## src/rtl/irrigation_countdown_bcd_pkg.sv

```systemverilog
// Shared definitions for the irrigation countdown timer: FSM encoding, BCD limits,
// and the preset-digit clamp used at load time.
package irrigation_pkg;
  localparam logic [3:0] BCD_MAX      = 4'd9;
  localparam int         PRESET_IDX_W = 4;

  typedef enum logic [1:0] {
    ST_IDLE   = 2'd0,
    ST_RUN    = 2'd1,
    ST_PAUSED = 2'd2
  } fsm_t;

  function automatic logic [3:0] bcd_clamp(input logic [3:0] nib);
    return (nib > BCD_MAX) ? BCD_MAX : nib;
  endfunction
endpackage

```

## src/rtl/irrigation_countdown_bcd_if.sv

```systemverilog
// Control/status bundle of the countdown timer; master drives commands, slave is the timer.
interface irrigation_countdown_bcd_if #(parameter int N_DIGITS = 2);
  logic                  tick;
  logic [1:0]            state;
  logic [1:0]            irrigation_type;
  logic                  transition;
  logic                  load;
  logic                  pause;
  logic [4*N_DIGITS-1:0] digits;
  logic                  busy;
  logic                  expired;
  logic                  done;

  modport master (output tick, state, irrigation_type, transition, load, pause,
                  input  digits, busy, expired, done);
  modport slave  (input  tick, state, irrigation_type, transition, load, pause,
                  output digits, busy, expired, done);
endinterface

```

## src/rtl/irrigation_countdown_bcd_digit.sv

```systemverilog
// One BCD digit of the down-counter; load wins over decrement, 0 borrows to 9.
module bcd_down_digit
  import irrigation_pkg::*;
(
  input  logic       clk,
  input  logic       rst,
  input  logic       dec_en,
  input  logic       load_en,
  input  logic [3:0] load_val,
  output logic [3:0] digit,
  output logic       is_zero
);
  always_ff @(posedge clk or posedge rst) begin
    if (rst)          digit <= 4'd0;
    else if (load_en) digit <= load_val;
    else if (dec_en)  digit <= (digit == 4'd0) ? BCD_MAX : digit - 4'd1;
  end

  assign is_zero = (digit == 4'd0);
endmodule

```

## src/rtl/irrigation_countdown_bcd.sv

```systemverilog
// BCD countdown timer: preset select + clamp, IDLE/RUN/PAUSED FSM, registered done pulse,
// and a borrow-chained array of digit counters. Single clock, tick used only as an enable.
module irrigation_countdown_bcd
  import irrigation_pkg::*;
#(
  parameter int                       N_DIGITS     = 2,
  parameter logic [16*4*N_DIGITS-1:0] PRESET_TABLE = '0,
  parameter logic [4*N_DIGITS-1:0]    TRANS_PRESET = 'h05
) (
  input  logic                          clk,
  input  logic                          rst,
  irrigation_countdown_bcd_if.slave     bus
);
  localparam int W = 4*N_DIGITS;

  logic [PRESET_IDX_W-1:0] idx;
  logic [W-1:0]            preset_raw, preset_c, cnt;
  logic [N_DIGITS-1:0]     is_zero;
  logic [N_DIGITS:0]       borrow;
  logic                    dec, one_left, preset_zero, done_q;
  fsm_t                    fsm;

  assign idx        = {bus.state, bus.irrigation_type};
  assign preset_raw = bus.transition ? TRANS_PRESET : PRESET_TABLE[int'(idx)*W +: W];
  assign preset_zero = (preset_c == '0);

  // Decrement only in RUN with no higher-priority command this cycle.
  assign dec       = (fsm == ST_RUN) && bus.tick && !bus.pause && !bus.load;
  assign borrow[0] = dec;
  assign one_left  = (cnt == W'(1));

  for (genvar k = 0; k < N_DIGITS; k++) begin : g_dig
    assign preset_c[k*4 +: 4] = bcd_clamp(preset_raw[k*4 +: 4]);
    assign borrow[k+1]        = borrow[k] & is_zero[k];

    bcd_down_digit u_dig (
      .clk      (clk),
      .rst      (rst),
      .dec_en   (borrow[k]),
      .load_en  (bus.load),
      .load_val (preset_c[k*4 +: 4]),
      .digit    (cnt[k*4 +: 4]),
      .is_zero  (is_zero[k])
    );
  end

  always_ff @(posedge clk or posedge rst) begin
    if (rst) begin
      fsm    <= ST_IDLE;
      done_q <= 1'b0;
    end else begin
      done_q <= 1'b0;
      if (bus.load) begin
        fsm <= preset_zero ? ST_IDLE : (bus.pause ? ST_PAUSED : ST_RUN);
      end else begin
        case (fsm)
          ST_RUN: begin
            if (bus.pause) fsm <= ST_PAUSED;
            else if (bus.tick && one_left) begin
              fsm    <= ST_IDLE;
              done_q <= 1'b1;
            end
          end
          ST_PAUSED: if (!bus.pause) fsm <= ST_RUN;
          default:   fsm <= ST_IDLE;
        endcase
      end
    end
  end

  assign bus.digits  = cnt;
  assign bus.busy    = (fsm != ST_IDLE);
  assign bus.expired = &is_zero;
  assign bus.done    = done_q;
endmodule

```

## src/flat_wrapper.sv

```systemverilog
// flat-port wrapper written by rule: the top's interface ports become plain ports
module irrigation_countdown_bcd_flat import irrigation_pkg::*;
#(
  parameter int                       N_DIGITS     = 2,
  parameter logic [16*4*N_DIGITS-1:0] PRESET_TABLE = '0,
  parameter logic [4*N_DIGITS-1:0]    TRANS_PRESET = 'h05
)
  (clk, rst, bus_tick, bus_state, bus_irrigation_type, bus_transition, bus_load, bus_pause, bus_digits, bus_busy, bus_expired, bus_done);
  irrigation_countdown_bcd_if #(.N_DIGITS(N_DIGITS)) bus_i ();
  input  logic clk;
  input  logic rst;
  input wire logic [$bits(bus_i.tick)-1:0] bus_tick;
  input wire logic [$bits(bus_i.state)-1:0] bus_state;
  input wire logic [$bits(bus_i.irrigation_type)-1:0] bus_irrigation_type;
  input wire logic [$bits(bus_i.transition)-1:0] bus_transition;
  input wire logic [$bits(bus_i.load)-1:0] bus_load;
  input wire logic [$bits(bus_i.pause)-1:0] bus_pause;
  output wire logic [$bits(bus_i.digits)-1:0] bus_digits;
  output wire logic [$bits(bus_i.busy)-1:0] bus_busy;
  output wire logic [$bits(bus_i.expired)-1:0] bus_expired;
  output wire logic [$bits(bus_i.done)-1:0] bus_done;
  assign bus_i.tick = bus_tick;
  assign bus_i.state = bus_state;
  assign bus_i.irrigation_type = bus_irrigation_type;
  assign bus_i.transition = bus_transition;
  assign bus_i.load = bus_load;
  assign bus_i.pause = bus_pause;
  assign bus_digits = bus_i.digits;
  assign bus_busy = bus_i.busy;
  assign bus_expired = bus_i.expired;
  assign bus_done = bus_i.done;
  irrigation_countdown_bcd #(.N_DIGITS(N_DIGITS), .PRESET_TABLE(PRESET_TABLE), .TRANS_PRESET(TRANS_PRESET)) u_core (.clk(clk), .rst(rst), .bus(bus_i));
endmodule
```

## config.mk

```make
export PLATFORM = sky130hd
export DESIGN_NAME = irrigation_countdown_bcd_flat
export DESIGN_NICKNAME = d
export VERILOG_FILES = /design/src/rtl/irrigation_countdown_bcd_pkg.sv /design/src/rtl/irrigation_countdown_bcd_if.sv /design/src/rtl/irrigation_countdown_bcd_digit.sv /design/src/rtl/irrigation_countdown_bcd.sv /design/src/flat_wrapper.sv
export SDC_FILE = /design/constraint.sdc
export NUM_CORES = 1
export LEC_CHECK = 0
export BUFFER_PORTS_ARGS = -buffer_cell sky130_fd_sc_hd__buf_2
export CAP_MARGIN = 20
export CORE_AREA = 3 3 40 42
export CTS_CLUSTER_DIAMETER = 120
export DETAILED_ROUTE_END_ITERATION = 10
export DIE_AREA = 0 0 43 45
export PLACE_DENSITY_LB_ADDON = 0.08
export SYNTH_ARGS = -nofsm -noshare
export SYNTH_HDL_FRONTEND = slang
export SYNTH_HIERARCHICAL = 1
export SYNTH_SLANG_ARGS = --single-unit
```

## constraint.sdc

```tcl
create_clock -name clk -period 3.66 [get_ports clk]
set_input_delay 0.183 -clock clk [delete_from_list [all_inputs] [get_ports clk]]
set_output_delay 0.183 -clock clk [all_outputs]
set_load 0.03 [all_outputs]
```

==> impl_metrics.toml <==
[setup_path]
r2r_start = "u_core/g_dig[0].u_dig/digit[2]$_DFFE_PP0P_"
worst-setup-path-type = "flip-flop to flip-flop"
r2r_end = "u_core/g_dig[1].u_dig/digit[2]$_DFFE_PP0P_"
crit_fanout = 7
cpPeakStageDelay_ps = 450
r2r_slack_ps = 1960
cpMaxStageDelayCell = "dfrtp_1"
crit_arrival_ps = 1850
start_kind = "flip-flop"
path_cells = "nor4_1 -> and3_1 -> nor3b_2 -> mux2i_1 -> o21ai_1"
reg2reg_depth = 5
endpoint_kind = "flip-flop"
worstPathRequired_ps = 3810

[yosys]
netlist_top_cells_area = "dfrtp_1 (42%), nor4b_2 (6.9%), nor3b_2 (5.7%), xnor2_1 (5.4%), nor2b_1 (4.8%)"
yosysSeqAreaShare_pct = 42.1
netlist_area_sq_um = 654
ys_seq_elements = 11
synth-edff-count = 0
yosysTopAreaCell = "dfrtp_1"
netlist.area_leader.share_pct = 42.1
syn_area_per_cell_sq_um = 9.91
synthTopCellsByCount = "dfrtp_1 (11), nand2_1 (6), nor2b_1 (5)"
ys_warn_count = 6
yosysUniqueCellTypes = 22
yosysMostFrequentCell = "dfrtp_1"
synthArstFlopShare_pct = 100
ys.flop_type = "dfrtp_1"
netlist_instances = 66

[placed_design]
preCtsSetupSlack_ps = 1980
portBuffers = 16
gp_congestion = 0.677
placedCellCount = 102
hpwl_microns = 948

[clocking]
clk_path_buf_depth = 2
clkLatencyLatePin_ps = 270
cts_resized = 0
cts_tree = "yes"
clk_pin_slew_ps = 70
cts_htree_levels = 1
cts.sinks = 11
cts_root_buffer = "clkbuf_4"
cts-buffers-inserted = 3

[power]
p_leak_nw = 0.364
p_seq_share_pct = 50.1
combinationalPowerShare_pct = 22.1
power.density_nw_per_um2 = 371
p_sw_share_pct = 33.6
p_int_uw = 199
finalPower_uw = 300
vdd_ir_drop_max_v = 0.000240
power.share.clock_pct = 27.8
p_sw_uw = 101

[sta]
final.setup.tns_ps = 0
slew_viol_final = 0
min_period_ps = 1700
setup_viol = 0
final.setup.worst_slack_ps = 1960
clock_skew_ps = 1.55
clock.fmax_mhz = 588
grt_setup_unrepaired = "no"
final-hold-violation-count = 0
period_share_pct = 46.5

[cells_and_area]
diodes = 0
layout-area-overhead-vs-synth_pct = 23.5
drive_gt1_share_pct = 27.2
final_cells = 107
final_nets = 103
nFillCells = 121

[die]
start_util_pct = 50.9
die_w_microns = 43
die_area_sq_um = 1940
core_area_sq_um = 1280
die_h_microns = 45
num_rows = 13
io_pins = 21

[min_path]
hp-class = "input pin to flip-flop"
hold_path_depth = 2
holdCritStartpoint = "bus_pause"
hold_end = "u_core/fsm[0]$_DFFE_PP0P_"

[drt]
drc_errors = 0
drt_iter0_markers = 4
wl_microns = 1270
vias = 541
postRouteAntennaNets = 0
routed_via_density = 5.06
drtPass1Iterations = 4
wire_per_inst_microns = 11.9

[global_route]
grt_first_pass_wirelength_microns = 2280
grt-ovfl-total = 0
grt_max_degree = 21
grtUsageTotal_pct = 16.2
first_global_vias = 501
antenna_found_initial = 0

[job]
drv_cap = 0

[run_status]
status = "complete, no violations"
==> power by group through the flow <==
stage	Sequential [mW]	Combinational, mW	Clock, mW
after floorplan	0.166	0.0291	0
after global placement	0.152	0.0648	0
after detailed placement	0.153	0.0656	0
after CTS	0.150	0.0666	0.0869
after global routing	0.152	0.0731	0.0944
final	0.150	0.0663	0.0834
==> cells by family (layout without fill, tap and decap cells) <==
kind of cell | count (synthesis) | in the layout | synth area share (%)
AND/OR/NAND/NOR | 29 | 29 | 32.5
AO/OA/AOI/OAI | 14 | 14 | 11.9
flip-flops | 11 | 11 | 42.1
XOR/XNOR | 5 | 5 | 6.69
multiplexers | 3 | 3 | 4.59
buffers and inverters | 3 | 24 | 1.72
other | 1 | 6 | 0.573
==> metal layers <==
| layer | wire length, microns | track usage (%) |
|---|---|---|
| met1 | 610 | 21.4 |
| met2 | 547 | 24.0 |
| met4 | 39 | 10.8 |
| met5 | 0 | 0 |
| met3 | 71 | 3.59 |
==> flip-flops by register name, summed over array words and instances (netlist names) <==
name,cells
u_core/g_dig.u_dig/digit,8
u_core/fsm,2
u_core/bus.done,1
==> worst max-delay path: cells and delay by family, from the launching register on <==
| kind | cells | cell delay, ps |
|---|---|---|
| AO/OA/AOI/OAI | 1 | 70 |
| multiplexers | 1 | 210 |
| AND/OR/NAND/NOR | 3 | 860 |
| flip-flops | 1 | 450 |
==> worst max path at each step <==
stage	from	end	slack [ps]	cells past startpoint
2_1_floorplan	u_core/g_dig[0].u_dig/digit[0]$_DFFE_PP0P_	u_core/g_dig[1].u_dig/digit[2]$_DFFE_PP0P_	1990	5
3_3_place_gp	u_core/g_dig[0].u_dig/digit[0]$_DFFE_PP0P_	u_core/g_dig[1].u_dig/digit[2]$_DFFE_PP0P_	1950	5
3_5_place_dp	u_core/g_dig[0].u_dig/digit[0]$_DFFE_PP0P_	u_core/g_dig[1].u_dig/digit[2]$_DFFE_PP0P_	1980	5
4_1_cts	u_core/g_dig[0].u_dig/digit[0]$_DFFE_PP0P_	u_core/g_dig[1].u_dig/digit[2]$_DFFE_PP0P_	1960	5
5_1_grt	u_core/g_dig[0].u_dig/digit[2]$_DFFE_PP0P_	u_core/g_dig[1].u_dig/digit[2]$_DFFE_PP0P_	1740	5
6_report	u_core/g_dig[0].u_dig/digit[2]$_DFFE_PP0P_	u_core/g_dig[1].u_dig/digit[2]$_DFFE_PP0P_	1960	5
==> layout make-up <==
| class | instances | area (sq um) | area share, % |
|---|---|---|---|
| multi-input cells | 57 | 387 | 47.8 |
| flip-flops and latches | 11 | 275 | 34.1 |
| repair buffers | 17 | 90.1 | 11.1 |
| clock buffers | 4 | 26.3 | 3.25 |
| well taps | 15 | 18.8 | 2.32 |
| inverters | 3 | 11.3 | 1.39 |
==> per-stage QoR <==
| step | utilization (%) | hold slack, ps | instance area [sq um] |
|---|---|---|---|
| 2_1_floorplan | - | -63.4 | 673 |
| 3_3_place_gp | 60.1 | 69.4 | 772 |
| 3_5_place_dp | 60.1 | 75.0 | 772 |
| 4_1_cts | 62.9 | 89.5 | 808 |
| 5_1_grt | 62.9 | 103 | 808 |
| 6_report | 62.9 | 97.5 | 808 |
==> timing repair <==
action / 4_1_cts / 5_1_grt
hold buffers: 1 / 0
setup buffers: 0 / 0
endpoints found under the hold margin: 11 / 0
==> placed cells by master (no fill, tap or decap), types with 4 or more instances in the layout <==
cell | netlist | layout
o21ai_1 | 4 | 4
conb_1 | 1 | 6
dfrtp_1 | 11 | 11
o21ai_0 | 4 | 4
a21oi_1 | 4 | 4
nand2_1 | 6 | 6
xnor2_1 | 4 | 4
buf_2 | 0 | 16
nor2b_1 | 5 | 5
Power figures use the tool's default switching activity.
